===== src/rtl/pixel_fetch_pkg.sv =====
// Shared types, widths and helpers for the pixel fetch sequencer and its colour FIFO.
`timescale 1ns/1ps
package pixel_fetch_pkg;

   localparam int unsigned COLOR_W = 24;
   localparam int unsigned POS_W   = 32;
   localparam int unsigned COORD_W = 16;

   localparam logic [COLOR_W-1:0] BLACK = '0;

   typedef enum logic [1:0] {
      IDLE,
      WAIT_SPACE,
      REQ,
      DRAIN
   } fetch_state_t;

   // Position word presented to the PIO: y in the upper half, x in the lower half.
   function automatic logic [POS_W-1:0] pack_position(input logic [COORD_W-1:0] x,
                                                      input logic [COORD_W-1:0] y);
      return {y, x};
   endfunction

endpackage


===== src/rtl/pixel_color_fifo.sv =====
// Synchronous show-ahead FIFO; head, level and flags are all registered.
`timescale 1ns/1ps
module pixel_color_fifo #(
   parameter int unsigned DEPTH = 16,
   parameter int unsigned WIDTH = 24
) (
   input  logic                           clk,
   input  logic                           rst_n,
   input  logic                           push,
   input  logic [WIDTH-1:0]               wdata,
   input  logic                           pop,
   input  logic                           flush,
   output logic [WIDTH-1:0]               head,
   output logic [$clog2(DEPTH+1)-1:0]     level,
   output logic                           empty,
   output logic                           full
);

   localparam int unsigned PTR_W = $clog2(DEPTH);
   localparam int unsigned LVL_W = $clog2(DEPTH + 1);

   logic [WIDTH-1:0] mem [DEPTH];
   logic [PTR_W-1:0] wr_ptr;
   logic [PTR_W-1:0] rd_ptr;
   logic             do_push_c;
   logic             do_pop_c;
   logic [LVL_W-1:0] level_nxt_c;
   logic [WIDTH-1:0] head_nxt_c;

   // Pops on empty are dropped; a push into a full FIFO is only taken alongside a pop.
   always_comb begin
      do_pop_c    = pop && !empty;
      do_push_c   = push && (!full || do_pop_c);
      level_nxt_c = level;
      head_nxt_c  = head;
      if (do_push_c && !do_pop_c) begin
         level_nxt_c = level + LVL_W'(1);
      end else if (!do_push_c && do_pop_c) begin
         level_nxt_c = level - LVL_W'(1);
      end
      if (do_pop_c) begin
         if (level > LVL_W'(1)) begin
            head_nxt_c = mem[rd_ptr + PTR_W'(1)];
         end else if (do_push_c) begin
            head_nxt_c = wdata;
         end
      end else if (do_push_c && empty) begin
         head_nxt_c = wdata;
      end
   end

   always_ff @(posedge clk) begin
      if (do_push_c) begin
         mem[wr_ptr] <= wdata;
      end
   end

   // Flush empties the FIFO but leaves the head register showing its last value.
   always_ff @(posedge clk or negedge rst_n) begin
      if (!rst_n) begin
         wr_ptr <= '0;
         rd_ptr <= '0;
         level  <= '0;
         empty  <= 1'b1;
         full   <= 1'b0;
         head   <= '0;
      end else if (flush) begin
         wr_ptr <= '0;
         rd_ptr <= '0;
         level  <= '0;
         empty  <= 1'b1;
         full   <= 1'b0;
      end else begin
         if (do_push_c) begin
            wr_ptr <= wr_ptr + PTR_W'(1);
         end
         if (do_pop_c) begin
            rd_ptr <= rd_ptr + PTR_W'(1);
         end
         level <= level_nxt_c;
         empty <= (level_nxt_c == '0);
         full  <= (level_nxt_c == LVL_W'(DEPTH));
         head  <= head_nxt_c;
      end
   end

endmodule


===== src/rtl/pixel_fetch_sequencer.sv =====
// Walks the active frame in raster order, fetching each pixel colour over a
// four-phase PIO handshake and buffering the results in a show-ahead FIFO.
`timescale 1ns/1ps
module pixel_fetch_sequencer
   import pixel_fetch_pkg::*;
#(
   parameter int unsigned H_ACTIVE   = 640,
   parameter int unsigned V_ACTIVE   = 480,
   parameter int unsigned FIFO_DEPTH = 16,
   parameter int unsigned TIMEOUT    = 1023
) (
   input  logic                              clk_clk,
   input  logic                              reset_reset_n,
   input  logic                              frame_start,
   output logic [POS_W-1:0]                  req_position,
   output logic                              req_valid,
   input  logic                              req_ack,
   input  logic [COLOR_W-1:0]                req_color,
   input  logic                              pix_pop,
   output logic                              pix_valid,
   output logic [COLOR_W-1:0]                pix_color,
   output logic [$clog2(FIFO_DEPTH+1)-1:0]   fifo_level,
   output logic                              frame_done,
   output logic                              timeout_err
);

   localparam int unsigned CNT_W = $clog2(TIMEOUT + 1);
   localparam logic [COORD_W-1:0] X_LAST = COORD_W'(H_ACTIVE - 1);
   localparam logic [COORD_W-1:0] Y_LAST = COORD_W'(V_ACTIVE - 1);

   fetch_state_t       state;
   fetch_state_t       state_nxt;
   logic [COORD_W-1:0] x;
   logic [COORD_W-1:0] x_nxt;
   logic [COORD_W-1:0] y;
   logic [COORD_W-1:0] y_nxt;
   logic               restart;
   logic               restart_nxt;
   logic [CNT_W-1:0]   cnt;
   logic [CNT_W-1:0]   cnt_nxt;
   logic               req_valid_nxt;
   logic [POS_W-1:0]   req_position_nxt;
   logic               frame_done_nxt;
   logic               timeout_err_nxt;
   logic               ack_meta;
   logic               ack_sync;
   logic               push_c;
   logic               flush_c;
   logic [COLOR_W-1:0] push_data_c;
   logic               fifo_empty;
   logic               fifo_full;

   // Two-flop synchroniser for the processor's acknowledge.
   always_ff @(posedge clk_clk or negedge reset_reset_n) begin
      if (!reset_reset_n) begin
         ack_meta <= 1'b0;
         ack_sync <= 1'b0;
      end else begin
         ack_meta <= req_ack;
         ack_sync <= ack_meta;
      end
   end

   always_ff @(posedge clk_clk or negedge reset_reset_n) begin
      if (!reset_reset_n) begin
         state        <= IDLE;
         x            <= '0;
         y            <= '0;
         restart      <= 1'b0;
         cnt          <= '0;
         req_valid    <= 1'b0;
         req_position <= '0;
         frame_done   <= 1'b0;
         timeout_err  <= 1'b0;
      end else begin
         state        <= state_nxt;
         x            <= x_nxt;
         y            <= y_nxt;
         restart      <= restart_nxt;
         cnt          <= cnt_nxt;
         req_valid    <= req_valid_nxt;
         req_position <= req_position_nxt;
         frame_done   <= frame_done_nxt;
         timeout_err  <= timeout_err_nxt;
      end
   end

   // A mid-frame restart abandons the handshake; DRAIN then waits out the ack without advancing.
   always_comb begin
      state_nxt        = state;
      x_nxt            = x;
      y_nxt            = y;
      restart_nxt      = restart;
      cnt_nxt          = '0;
      req_valid_nxt    = req_valid;
      req_position_nxt = req_position;
      frame_done_nxt   = 1'b0;
      timeout_err_nxt  = timeout_err;
      push_c           = 1'b0;
      push_data_c      = req_color;
      flush_c          = 1'b0;

      if (frame_start && (state != IDLE)) begin
         flush_c         = 1'b1;
         x_nxt           = '0;
         y_nxt           = '0;
         timeout_err_nxt = 1'b0;
         req_valid_nxt   = 1'b0;
         restart_nxt     = 1'b1;
         state_nxt       = DRAIN;
      end else begin
         case (state)
            IDLE: begin
               if (frame_start) begin
                  x_nxt           = '0;
                  y_nxt           = '0;
                  timeout_err_nxt = 1'b0;
                  restart_nxt     = 1'b0;
                  state_nxt       = WAIT_SPACE;
               end
            end
            WAIT_SPACE: begin
               if (!fifo_full) begin
                  req_valid_nxt    = 1'b1;
                  req_position_nxt = pack_position(x, y);
                  state_nxt        = REQ;
               end
            end
            REQ: begin
               if (ack_sync) begin
                  push_c        = 1'b1;
                  req_valid_nxt = 1'b0;
                  state_nxt     = DRAIN;
               end else if (cnt == CNT_W'(TIMEOUT)) begin
                  push_c          = 1'b1;
                  push_data_c     = BLACK;
                  timeout_err_nxt = 1'b1;
                  req_valid_nxt   = 1'b0;
                  state_nxt       = DRAIN;
               end else begin
                  cnt_nxt = cnt + CNT_W'(1);
               end
            end
            DRAIN: begin
               if (!ack_sync) begin
                  state_nxt = WAIT_SPACE;
                  if (restart) begin
                     restart_nxt = 1'b0;
                  end else if ((x == X_LAST) && (y == Y_LAST)) begin
                     frame_done_nxt = 1'b1;
                     x_nxt          = '0;
                     y_nxt          = '0;
                     state_nxt      = IDLE;
                  end else if (x == X_LAST) begin
                     x_nxt = '0;
                     y_nxt = y + COORD_W'(1);
                  end else begin
                     x_nxt = x + COORD_W'(1);
                  end
               end
            end
            default: begin
               state_nxt = IDLE;
            end
         endcase
      end
   end

   pixel_color_fifo #(
      .DEPTH (FIFO_DEPTH),
      .WIDTH (COLOR_W)
   ) u_fifo (
      .clk   (clk_clk),
      .rst_n (reset_reset_n),
      .push  (push_c),
      .wdata (push_data_c),
      .pop   (pix_pop),
      .flush (flush_c),
      .head  (pix_color),
      .level (fifo_level),
      .empty (fifo_empty),
      .full  (fifo_full)
   );

   assign pix_valid = !fifo_empty;

endmodule


===== config.mk =====
export PLATFORM = sky130hd
export DESIGN_NAME = pixel_fetch_sequencer
export DESIGN_NICKNAME = d
export VERILOG_FILES = /design/src/rtl/pixel_fetch_pkg.sv /design/src/rtl/pixel_color_fifo.sv /design/src/rtl/pixel_fetch_sequencer.sv
export SDC_FILE = /design/constraint.sdc
export NUM_CORES = 1
export LEC_CHECK = 0
export ABC_AREA = 1
export CAP_MARGIN = 20
export CORE_ASPECT_RATIO = 1.25
export CORE_MARGIN = 2
export CORE_UTILIZATION = 30
export DETAILED_ROUTE_END_ITERATION = 12
export HOLD_SLACK_MARGIN = 0.1
export PLACE_DENSITY = 0.54
export SETUP_SLACK_MARGIN = 0.15
export SLEW_MARGIN = 30
export SYNTH_ARGS = -nofsm -noshare
export SYNTH_HDL_FRONTEND = slang
export SYNTH_SLANG_ARGS = --single-unit

===== constraint.sdc =====
create_clock -name clk_clk -period 3.3 [get_ports clk_clk]
set_input_delay 0.99 -clock clk_clk [delete_from_list [all_inputs] [get_ports clk_clk]]
set_output_delay 0.99 -clock clk_clk [all_outputs]
set_load 0.01 [all_outputs]

# Word-level counts from Yosys, hierarchy flattened
# Memories as Yosys holds them, arrays and structs flattened.
# Cells that the tools add are included.
word_totals:
  ff_bits: 121
  mem_bits_rw: 384
  in_bits: 29
  word_cells: 142
  memories: 1
memory_table:
  columns: ["memory", "depth", "width", "rd", "rd_ports_with_merged_regs", "write_ports", "line", "text"]
  rows:
  - ["u_fifo.mem", 16, 24, 1, 0, 1, "pixel_color_fifo.sv:22", "logic [WIDTH-1:0] mem [DEPTH];"]
classes:
  n_addsub: 7
  magnitude_cmp: 1
  eq_ne: 16
  muxes: 68
  n_bitwise: 3
  n_reduce_logical: 29
ops:
  columns: ["op", "count"]
  rows:
  - ["two-way mux 24 bit", 8]
  - ["two-way mux 16 bit", 11]
  - ["case mux 16 bit (2 select lines)", 2]
  - ["two-way mux 10 bit", 4]
  - ["adder 16 x 1 -> 16 bit, second input constant", 2]
  - ["two-way mux 1 bit", 26]
  - ["!= test 3 bit, second input constant", 6]
  - ["== test 16 x 10 -> 1 bit, second input constant", 1]
  - ["== test 16 x 9 -> 1 bit, second input constant", 1]
  - ["two-way mux 4 bit", 4]
  - ["two-way mux 5 bit", 3]
  - ["two-way mux 2 bit", 6]
  - ["AND reduction 3 bit", 4]
  - ["AND reduction 4 bit", 3]
  - ["adder 10 x 1 -> 10 bit, second input constant", 1]
  - ["== test 10 bit, second input constant", 1]
  - ["nonzero test 3 bit", 3]
  - ["adder 4 x 1 -> 4 bit, second input constant", 2]
  - ["!= test 4 bit, second input constant", 2]
  - ["case mux 2 bit (4 select lines)", 1]
  - ["nonzero test 2 bit", 4]
  - ["logical AND 1 bit", 7]
  - ["case mux 1 bit (2 select lines)", 3]
  - ["adder 5 x 1 -> 5 bit, second input constant", 1]
  - ["other kinds (12)", 18]

# Depth between registers and ports, before layout
# Gate-level depths: netlist (run 1).
logic_depth:
  word_depth: 12
  ltp_mapped: 14

# By module
# Synthesis (run 1) repeated with hierarchy kept, for this count alone.
unflattened:
  cells_unflattened: 2404
  area_unflattened_um2: 22828.1
modules_own_cells:
  columns: ["mod", "n_inst", "cells_each", "area_each_um2", "seq_area_each_um2"]
  rows:
  - ["pixel_color_fifo", 1, 1783, 18291.3, 12508.2]
  - ["pixel_fetch_sequencer", 1, 621, 4536.9, 2052.0]

# Worst setup path after synthesis (run 1)
# No wires, ideal clock.
synth_timing:
  kind: "input -> register"
  start: "input frame_start"
  end: "memory u_fifo.mem[11][0] (enable)"
  setup_ps: 405
  arrival_time_ps: 2784
  required_time_ps: 2895
  path_slack_ps: 111
  cell_stages: 7
  path_buffers: 0
  cell_sequence: "inv_2 > nor2_4 > nor2_2 > nand2_4 > a21oi_4 > nand2_1 > nor2_1"
synth_between:
  elab_chain_cells: 5
synth_lines:
  columns: ["item", "line", "text"]
  rows:
  - ["from (decl)", "pixel_fetch_sequencer.sv:14", "input logic frame_start,"]
  - ["logical AND 1 bit", "pixel_fetch_sequencer.sv:103", "if (frame_start && (state != IDLE)) begin"]
  - ["two-way mux 1 bit", "pixel_fetch_sequencer.sv:103", null]
  - ["logical AND 1 bit", "pixel_color_fifo.sv:33", "do_push_c = push && (!full || do_pop_c);"]
  - ["two-way mux 1 bit", "pixel_color_fifo.sv:53", "if (do_push_c) begin"]
  - ["two-way mux 1 bit (not written as such)", "pixel_color_fifo.sv:54", "mem[wr_ptr] <= wdata;"]
  - ["to (decl)", "pixel_color_fifo.sv:22", null]
# Every way passes these cells.

# Worst setup path after layout (run 1)
layout_timing:
  start: "register u_fifo.level[2]"
  end: "output fifo_level[2]"
layout_rtl:
  columns: ["item", "line", "text"]
  rows:
  - ["from (decl)", "pixel_color_fifo.sv:14", "output logic [$clog2(DEPTH+1)-1:0] level,"]
  - ["from (signal assigned)", "pixel_color_fifo.sv:80", "level <= level_nxt_c;"]
  - ["to (decl)", "pixel_fetch_sequencer.sv:22", "output logic [$clog2(FIFO_DEPTH+1)-1:0] fifo_level,"]
# No word-level cell between the ends.

==> results of run 1 <==
[metrics by stage]
step	setup WS [ns]	instances
after floorplan	0.111	1911
after global placement	0.0544	2907
after detailed placement	0.0654	2907
after CTS	0.526	3009
after global routing	0.534	3009
final	0.584	3010
[worst register-to-register path, cell delays in order, from the launching register on]
cell      delay [ns]
dfrtp_4         0.54
ha_4            0.62
buf_12          0.37
o21ai_0         0.17
o211ai_1        0.23
o211ai_1        0.14
nand2_1         0.13
nand2_1         0.08
o21ai_1         0.08
nand2_1         0.07
nand2_1         0.06
[sequential cells by signal, summed over array words and instances, names as in the netlist, 4 cells and up]
signal,count
u_fifo.mem,384
u_fifo.wr_ptr,4
y,16
u_fifo.head,24
req_position,32
x,16
u_fifo.rd_ptr,4
u_fifo.level,5
cnt,10
[cells by family (layout without fill, tap and decap cells)]
kind of cell | Yosys count | count (layout) | synth area share, %
compound gates | 465 | 465 | 12.3
xor+xnor | 14 | 14 | 0.613
fa+ha+maj | 15 | 15 | 0.884
buf+inv | 206 | 361 | 4.07
flops | 505 | 505 | 68.6
mux | 4 | 4 | 0.212
other cells | 0 | 1 | 0
simple gates | 702 | 702 | 13.3
[cell type report]
cell class	instances	area (um2)	area share (%)
inverters	106	405	1.59
multi-input cells	1200	5880	23.1
flip-flops and latches	505	14600	57.2
clock inverters	34	292	1.14
well taps	943	1180	4.63
diodes	1	2.50	0.00982
repair buffers	153	1730	6.79
clock buffers	68	1410	5.55
[worst max-delay path by stage]
| stage | start | cells after the start | end |
|---|---|---|---|
| 3_5_place_dp | frame_start | 10 | u_fifo.mem[4][12] |
| 2_1_floorplan | frame_start | 7 | u_fifo.mem[11][0] |
| 4_1_cts | u_fifo.empty | 2 | pix_valid |
| 5_1_grt | u_fifo.level[2] | 1 | fifo_level[2] |
| 6_report | u_fifo.level[2] | 1 | fifo_level[2] |
| 3_3_place_gp | frame_start | 10 | u_fifo.mem[15][4] |
[cells in the mapped netlist (16+ instances only)]
| library cell | count | area share [%] |
|---|---|---|
| edfxtp_1 | 384 | 54 |
| a21oi_1 | 29 | 0.68 |
| nor2_1 | 363 | 6.4 |
| nand3_1 | 39 | 0.92 |
| o21ai_0 | 279 | 6.6 |
| dfrtp_1 | 120 | 14 |
| nor3_1 | 16 | 0.38 |
| inv_1 | 98 | 1.7 |
| o21ai_1 | 49 | 1.2 |
| buf_2 | 27 | 0.64 |
| o211ai_1 | 95 | 3.4 |
| clkbuf_1 | 51 | 0.90 |
| nand2_1 | 253 | 4.5 |
[power groups by stage]
stage | Sequential [mW] | Clock, mW | Combinational, mW
after CTS | 7.41 | 6.02 | 5.09
after detailed placement | 7.53 | 0 | 5.07
after floorplan | 7.54 | 0 | 3.27
after global routing | 7.45 | 6.24 | 5.70
final | 7.41 | 5.86 | 5.04
after global placement | 7.54 | 0 | 5.01
[routing by layer]
layer | global-route usage, % | wire length (um) | vias up
met5 | 0 | 35 | -
met4 | 4.19 | 1140 | 6
met3 | 2.66 | 3050 | 88
met2 | 25.0 | 26000 | 390
met1 | 19.1 | 23300 | 7154
li1 | - | - | 6896
==> flow_summary_export.csv, run 1 <==
group,metric,value,unit
sta,holdWs,0.352,ns
global_routing,grt_pass1_vias,14700,
global_routing,antenna_found_initial,4,
logic_synthesis,syn-mean-instance-area,11.1,um2
power_and_ir_drop,p_sw_share,32.8,%
setup_path,cp.arrival,1.73,ns
worst_hold_path,hold_depth,0,
sta,setup_viol,0,
logic_synthesis,synth_edf_count,384,
worst_hold_path,hp-start,"ack_meta",
finish,nFillCells,7000,
finish,fin_area,25500,um2
setup_path,cpMaxStageDelayCell,"clkdlybuf4s50_1",
setup_path,reg2reg_slack,0.75,ns
clock_tree,cts_max_path_buffers,3,
finish,layout.nets,2064,
worst_hold_path,min_to,"ack_sync",
clock_tree,cts.clk_slew.worst_paths,0.06,ns
detailed_routing,post_drt_wl_per_cell,17.8,um
sta,max_freq,0.368,GHz
floorplanning,ioPinCount,94,
detailed_routing,viasPerCell,4.83,
logic_synthesis,ys.flop_type,"edfxtp_1",
logic_synthesis,ys_types,41,
placement,hpwlAfterDp,31700,um
clock_tree,cts_buffers,54,
detailed_routing,drcViolationCount,0,
setup_path,worstSetupStartpointType,"register",
clock_tree,tritoncts,"built",
sta,layout_min_cycle_time,2.72,ns
placement,placed_cell_area,23800,um2
global_routing,grt_max_degree,147,
clock_tree,post_cts_buffers,0,
clock_tree,post_cts_resized,0,
power_and_ir_drop,power,18.3,mW
clock_tree,clk_latency,0.60,ns
setup_path,crit_family,"buffers and inverters",
setup_path,critPathKind,"register to output pin",
setup_path,cp_max_fo,8,
setup_path,end_kind,"output pin",
logic_synthesis,synthCells,1911,
job,maxCapViolCount,0,
power_and_ir_drop,p_int,12.3,mW
global_routing,gr-total-overflow,0,
finish,drive_above_1_share,9.15,%
floorplanning,core_area,70400,um2
finish,final_common_cell,"edfxtp_1",
sta,rsz0062_at_grt,"no",
power_and_ir_drop,irDropWorstVdd,0.000475,V
logic_synthesis,async_flop_share,24.0,%
detailed_routing,vias,14500,
power_and_ir_drop,switchingPower,6.01,mW
detailed_routing,drtIter0Drc,1179,
clock_tree,htree_levels,2,
clock_tree,ctsHoldBuffers,0,
clock_tree,cts.sinks,505,
logic_synthesis,ys_seq_elements,505,
floorplanning,std_cell_rows,109,
worst_hold_path,hp-class,"register to register",
logic_synthesis,synth_area,21200,um2
logic_synthesis,synthesis.nets,1955,
placement,routabilityCongestion,0.831,
sta,relSlewSlack,54.6,%
sta,finalCritPeriodShare,82.3,%
finish,fin_util,36.2,%
setup_path,path_cells,"clkdlybuf4s50_1",
setup_path,reg2reg_to,"u_fifo.head[10]",
floorplanning,fp.dieH,301,um
sta,fin_skew,0.0184,ns
placement,numPortBuffers,93,
sta,finalSetupTns,0,ns
setup_path,crit_buf_inv,1,
sta,finalHoldViolCount,0,
clock_tree,cts-root-buf,"clkbuf_16",
power_and_ir_drop,power.density,719,nW/um2
detailed_routing,firstDrtPassIters,5,
floorplanning,dieArea,72900,um2
setup_path,worstPathRequired,2.31,ns
power_and_ir_drop,seqPwrFrac,40.5,%
finish,final_cell_mix,"edfxtp_1 (384), nor2_1 (346), o21ai_0 (279)",
sta,slew_viol_final,0,
power_and_ir_drop,p_comb_share,27.5,%
logic_synthesis,yosysWarnings,0,
sta,worstMarginPinSlew,0.681,ns
global_routing,grt_util_all_layers,14.7,%
power_and_ir_drop,cellLeakagePower,9.04,nW
finish,syn2layout_area_growth,20.0,%
detailed_routing,final_antenna_net_count,0,
setup_path,r2r_cells,10,
detailed_routing,routed_wl,53500,um
floorplanning,initial_core_util,30.2,%
floorplanning,die_x,242,um
setup_path,cpPeakStageDelay,0.62,ns
global_routing,grt_pass1_wl,84500,um
power_and_ir_drop,power_frac_clock,32.0,%
setup_path,worstReg2RegStart,"u_fifo.rd_ptr[0]",
status,status,"complete, no violations",
logic_synthesis,ys_seq_area_share,68.6,%
Power figures use the tool's default switching activity.
==> run 2, diff against run 1 <==
Clock period 3.3 ns to 2.8 ns, I/O delays scaled along.
==> flow_summary_export.csv, run 2 (synthesized netlist as in run 1, its figures left out) <==
group,metric,value,unit
status,status,"complete, no violations",
power_and_ir_drop,irDropWorstVdd,0.000465,V
detailed_routing,vias,14800,
clock_tree,ctsHoldBuffers,0,
power_and_ir_drop,power,22.3,mW
sta,relSlewSlack,33.7,%
clock_tree,post_cts_buffers,0,
sta,rsz0062_at_grt,"no",
clock_tree,clk_latency,0.62,ns
global_routing,antenna_found_initial,2,
finish,final_common_cell,"edfxtp_1",
detailed_routing,post_drt_wl_per_cell,18.3,um
finish,largest_reg_flops,384,
power_and_ir_drop,cellLeakagePower,9.36,nW
finish,drive_above_1_share,11.0,%
setup_path,end_kind,"output pin",
setup_path,worstSetupStartpointType,"register",
sta,finalHoldViolCount,0,
floorplanning,ioPinCount,94,
floorplanning,core_area,70400,um2
clock_tree,cts_max_path_buffers,3,
clock_tree,cts_buffers,54,
setup_path,critPathKind,"register to output pin",
floorplanning,die_x,242,um
placement,numPortBuffers,93,
global_routing,grt_util_all_layers,15.4,%
detailed_routing,viasPerCell,4.84,
detailed_routing,drcViolationCount,0,
clock_tree,cts.clk_slew.worst_paths,0.06,ns
clock_tree,tritoncts,"built",
sta,worstMarginPinSlew,0.995,ns
detailed_routing,routed_wl,55900,um
sta,finalCritPeriodShare,91.9,%
floorplanning,dieArea,72900,um2
placement,hpwlAfterDp,34300,um
floorplanning,initial_core_util,30.2,%
clock_tree,htree_levels,2,
detailed_routing,firstDrtPassIters,5,
power_and_ir_drop,power.density,853,nW/um2
sta,setup_viol,0,
worst_hold_path,hp-class,"input port to async pin",
finish,layout.nets,2109,
clock_tree,post_cts_resized,0,
setup_path,worstPathRequired,1.96,ns
global_routing,grt_pass1_vias,15100,
job,maxCapViolCount,0,
clock_tree,cts.sinks,505,
clock_tree,cts-root-buf,"clkbuf_16",
finish,layout.area.seq,14600,um2
finish,nFillCells,6885,
detailed_routing,final_antenna_net_count,0,
finish,top_register,"u_fifo.mem",
setup_path,r2r_cells,11,
detailed_routing,drtIter0Drc,1085,
sta,layout_min_cycle_time,2.57,ns
placement,dp_cells,2952,
global_routing,grt_pass1_wl,88200,um
placement,routabilityCongestion,0.816,
finish,finalNonFillerCells,3052,
setup_path,worstReg2RegStart,"state[1]",
setup_path,reg2reg_to,"u_fifo.mem[4][18]",
global_routing,grt_max_degree,189,
setup_path,cp.arrival,1.73,ns
finish,final_cell_mix,"edfxtp_1 (384), nor2_1 (346), o21ai_0 (279)",
finish,reg_top3,"u_fifo.mem x384, req_position x32, u_fifo.head x24",
setup_path,reg2reg_slack,0.34,ns
finish,syn2layout_area_growth,23.0,%
finish,multi_input_area,5960,um2
setup_path,cp_max_fo,3,
floorplanning,fp.dieH,301,um
sta,slew_viol_final,0,
global_routing,gr-total-overflow,0,
sta,max_freq,0.389,GHz
sta,fin_skew,0.0268,ns
floorplanning,std_cell_rows,109,
finish,diodes,0,
## run 2: cell types whose count changed in the layout (fill, tap and decap cells not counted), sizes merged
| cell | previous run | this run |
|---|---|---|
| buf | 61 | 106 |
| clkinv | 27 | 24 |
| clkbuf | 68 | 70 |
| clkinvlp | 3 | 2 |
| diode | 1 | 0 |
## run 2: cell type report
class	count	area share, %
clock buffer	70	5.52
clock inverter	30	1.11
inverter	106	1.55
multi-input combinational	1200	22.8
sequential	505	55.8
tap	943	4.52
timing repair buffer	198	8.68
## run 2: metal layers
layer	wire length (um)	vias to the layer above	global-route usage [%]
met4	1650	4	5.23
met2	26500	413	25.6
met3	3140	109	2.87
li1	-	6989	-
met5	25	-	0
met1	24600	7267	20.2
## run 2: report_power, final
| group | switching, mW | leakage, nW | internal, mW |
|---|---|---|---|
| clock | 2.99 | 0.843 | 4.02 |
| combinational | 4.04 | 3.44 | 2.48 |
| sequential | 0.295 | 5.08 | 8.44 |
| total | 7.32 | 9.36 | 14.9 |
## run 2: per-stage QoR
step	setup TNS, ns	setup slack (ns)	instance area (um2)	hold WS, ns	util [%]
2_1_floorplan	-59.43	-0.206	21300	0.331	-
3_3_place_gp	-94.91	-0.238	24400	0.353	34.6
3_5_place_dp	-108.24	-0.246	24400	0.350	34.6
4_1_cts	0	0.188	26100	0.185	37.1
5_1_grt	0	0.160	26100	0.221	37.1
6_report	0	0.226	26100	0.205	37.1
## run 2: how the worst max path moves through the flow
stage	to	cells past startpoint	startpoint
global route	fifo_level[2]	1	u_fifo.level[2]
global placement	u_fifo.mem[4][16]	11	frame_start
detailed placement	u_fifo.mem[4][18]	11	frame_start
CTS	pix_valid	2	u_fifo.empty
floorplan	u_fifo.mem[0][0]	7	frame_start
finish	pix_valid	2	u_fifo.empty
## run 2: worst max-delay path, cell delays in order, from the launching register on
cell	delay, ns
dfstp_2	0.51
inv_1	0.12
clkdlybuf4s50_1	0.51
==> run 3, diff against run 2 <==
Settings changed: ABC_CLOCK_PERIOD_IN_PS from default to 2800, SETUP_SLACK_MARGIN 0.15 to 0.2.
==> flow_summary_export.csv, run 3 (synthesized netlist as in run 1, its figures left out) <==
group,metric,value,unit
floorplanning,die_x,242,um
detailed_routing,viasPerCell,4.78,
setup_path,r2r_cells,9,
sta,slew_viol_final,0,
sta,rsz0062_at_grt,"no",
finish,final_cell_mix,"edfxtp_1 (384), nor2_1 (346), o21ai_0 (279)",
floorplanning,initial_core_util,30.2,%
finish,reg_top3,"u_fifo.mem x384, req_position x32, u_fifo.head x24",
power_and_ir_drop,power.density,863,nW/um2
placement,hpwlAfterDp,35000,um
setup_path,cpMaxStageDelayCell,"clkdlybuf4s50_1",
finish,largest_reg_flops,384,
detailed_routing,drcViolationCount,0,
worst_hold_path,hp-class,"input port to async pin",
setup_path,cp_max_fo,6,
sta,setup_viol,0,
placement,numPortBuffers,93,
detailed_routing,vias,14600,
finish,top_register,"u_fifo.mem",
setup_path,cpPeakStageDelay,0.59,ns
clock_tree,ctsHoldBuffers,0,
floorplanning,ioPinCount,94,
setup_path,cp.arrival,1.66,ns
sta,finalCritPeriodShare,89.3,%
clock_tree,tritoncts,"built",
floorplanning,core_area,70400,um2
setup_path,end_kind,"output pin",
global_routing,grt_util_all_layers,15.4,%
setup_path,worstReg2RegStart,"state[0]",
clock_tree,clk_latency,0.62,ns
finish,nFillCells,6883,
clock_tree,cts-root-buf,"clkbuf_16",
detailed_routing,final_antenna_net_count,0,
global_routing,gr-total-overflow,0,
floorplanning,dieArea,72900,um2
placement,routabilityCongestion,0.807,
job,maxCapViolCount,0,
power_and_ir_drop,irDropWorstVdd,0.000693,V
setup_path,reg2reg_slack,0.35,ns
global_routing,grt_pass1_wl,87900,um
setup_path,worstSetupStartpointType,"register",
setup_path,crit_buf_inv,1,
sta,finalHoldViolCount,0,
finish,drive_above_1_share,11.7,%
detailed_routing,drtIter0Drc,1162,
floorplanning,std_cell_rows,109,
setup_path,crit_family,"buffers and inverters",
sta,layout_min_cycle_time,2.50,ns
clock_tree,htree_levels,2,
clock_tree,cts.sinks,505,
finish,layout.nets,2109,
sta,worstMarginPinSlew,0.547,ns
clock_tree,cts_buffers,55,
global_routing,grt_max_degree,115,
sta,relSlewSlack,63.5,%
finish,final_common_cell,"edfxtp_1",
finish,syn2layout_area_growth,23.6,%
sta,finalSetupTns,0,ns
sta,max_freq,0.400,GHz
global_routing,grt_pass1_vias,14700,
detailed_routing,post_drt_wl_per_cell,18.5,um
placement,dp_cells,2950,
finish,finalNonFillerCells,3055,
detailed_routing,routed_wl,56400,um
setup_path,critPathKind,"register to output pin",
detailed_routing,firstDrtPassIters,7,
global_routing,antenna_found_initial,5,
clock_tree,cts.clk_slew.worst_paths,0.07,ns
floorplanning,fp.dieH,301,um
power_and_ir_drop,cellLeakagePower,9.44,nW
setup_path,reg2reg_to,"u_fifo.mem[6][11]",
clock_tree,cts_max_path_buffers,3,
setup_path,worstPathRequired,1.96,ns
sta,fin_skew,0.0229,ns
status,status,"complete, no violations",
setup_path,path_cells,"clkdlybuf4s50_1",
sta,holdWs,0.165,ns
## run 3: worst max path at each step
stage / cells past startpoint / start / endpoint
after floorplan: 7 / frame_start / u_fifo.mem[11][0]
after detailed placement: 9 / frame_start / u_fifo.mem[14][14]
after global placement: 12 / frame_start / u_fifo.mem[12][9]
after global routing: 9 / state[0] / u_fifo.mem[6][7]
after CTS: 1 / u_fifo.level[2] / fifo_level[2]
final: 1 / u_fifo.level[3] / fifo_level[3]
## run 3: through the flow
| stage | instance area [um2] | worst slack, ns | total power [mW] | utilization, % |
|---|---|---|---|---|
| 2_1_floorplan | 21300 | 0.104 | 12.7 | - |
| 3_3_place_gp | 24300 | -0.300 | 15.1 | 34.5 |
| 3_5_place_dp | 24300 | -0.298 | 15.2 | 34.5 |
| 4_1_cts | 26200 | 0.208 | 22.9 | 37.2 |
| 5_1_grt | 26200 | 0.164 | 24.0 | 37.3 |
| 6_report | 26200 | 0.299 | 22.7 | 37.3 |
## run 3: layout make-up
cell class              count  area, um2  share of cell area, %
flip-flops and latches    505      14600                   55.5
multi-input cells        1200       5910                   22.5
repair buffers            197       2260                   8.61
clock buffers              61       1410                   5.37
well taps                 943       1180                   4.50
clock inverters            42        502                   1.91
inverters                 106        409                   1.56
diodes                      1       2.50                0.00954
## run 3: where the power goes
part / switching, mW / internal (mW) / total (mW) / leakage, nW
clock: 3.06 / 4.57 / 7.63 / 0.944
sequential: 0.293 / 8.44 / 8.73 / 5.08
combinational: 3.96 / 2.33 / 6.30 / 3.41
## run 3: what timing repair did
action,in CTS,in global routing
endpoints found under the setup margin,1,336
buffers inserted,0,1
endpoints found under the hold margin,0,0
gates resized for setup,1,5
## run 3: routing by layer
metal / vias up / global-route usage (%) / routed length, um
li1: 6995 / - / -
met1: 7163 / 20.4 / 25200
met2: 349 / 26.1 / 27200
met3: 74 / 3.04 / 2980
met4: 10 / 3.75 / 957
met5: - / 0 / 69
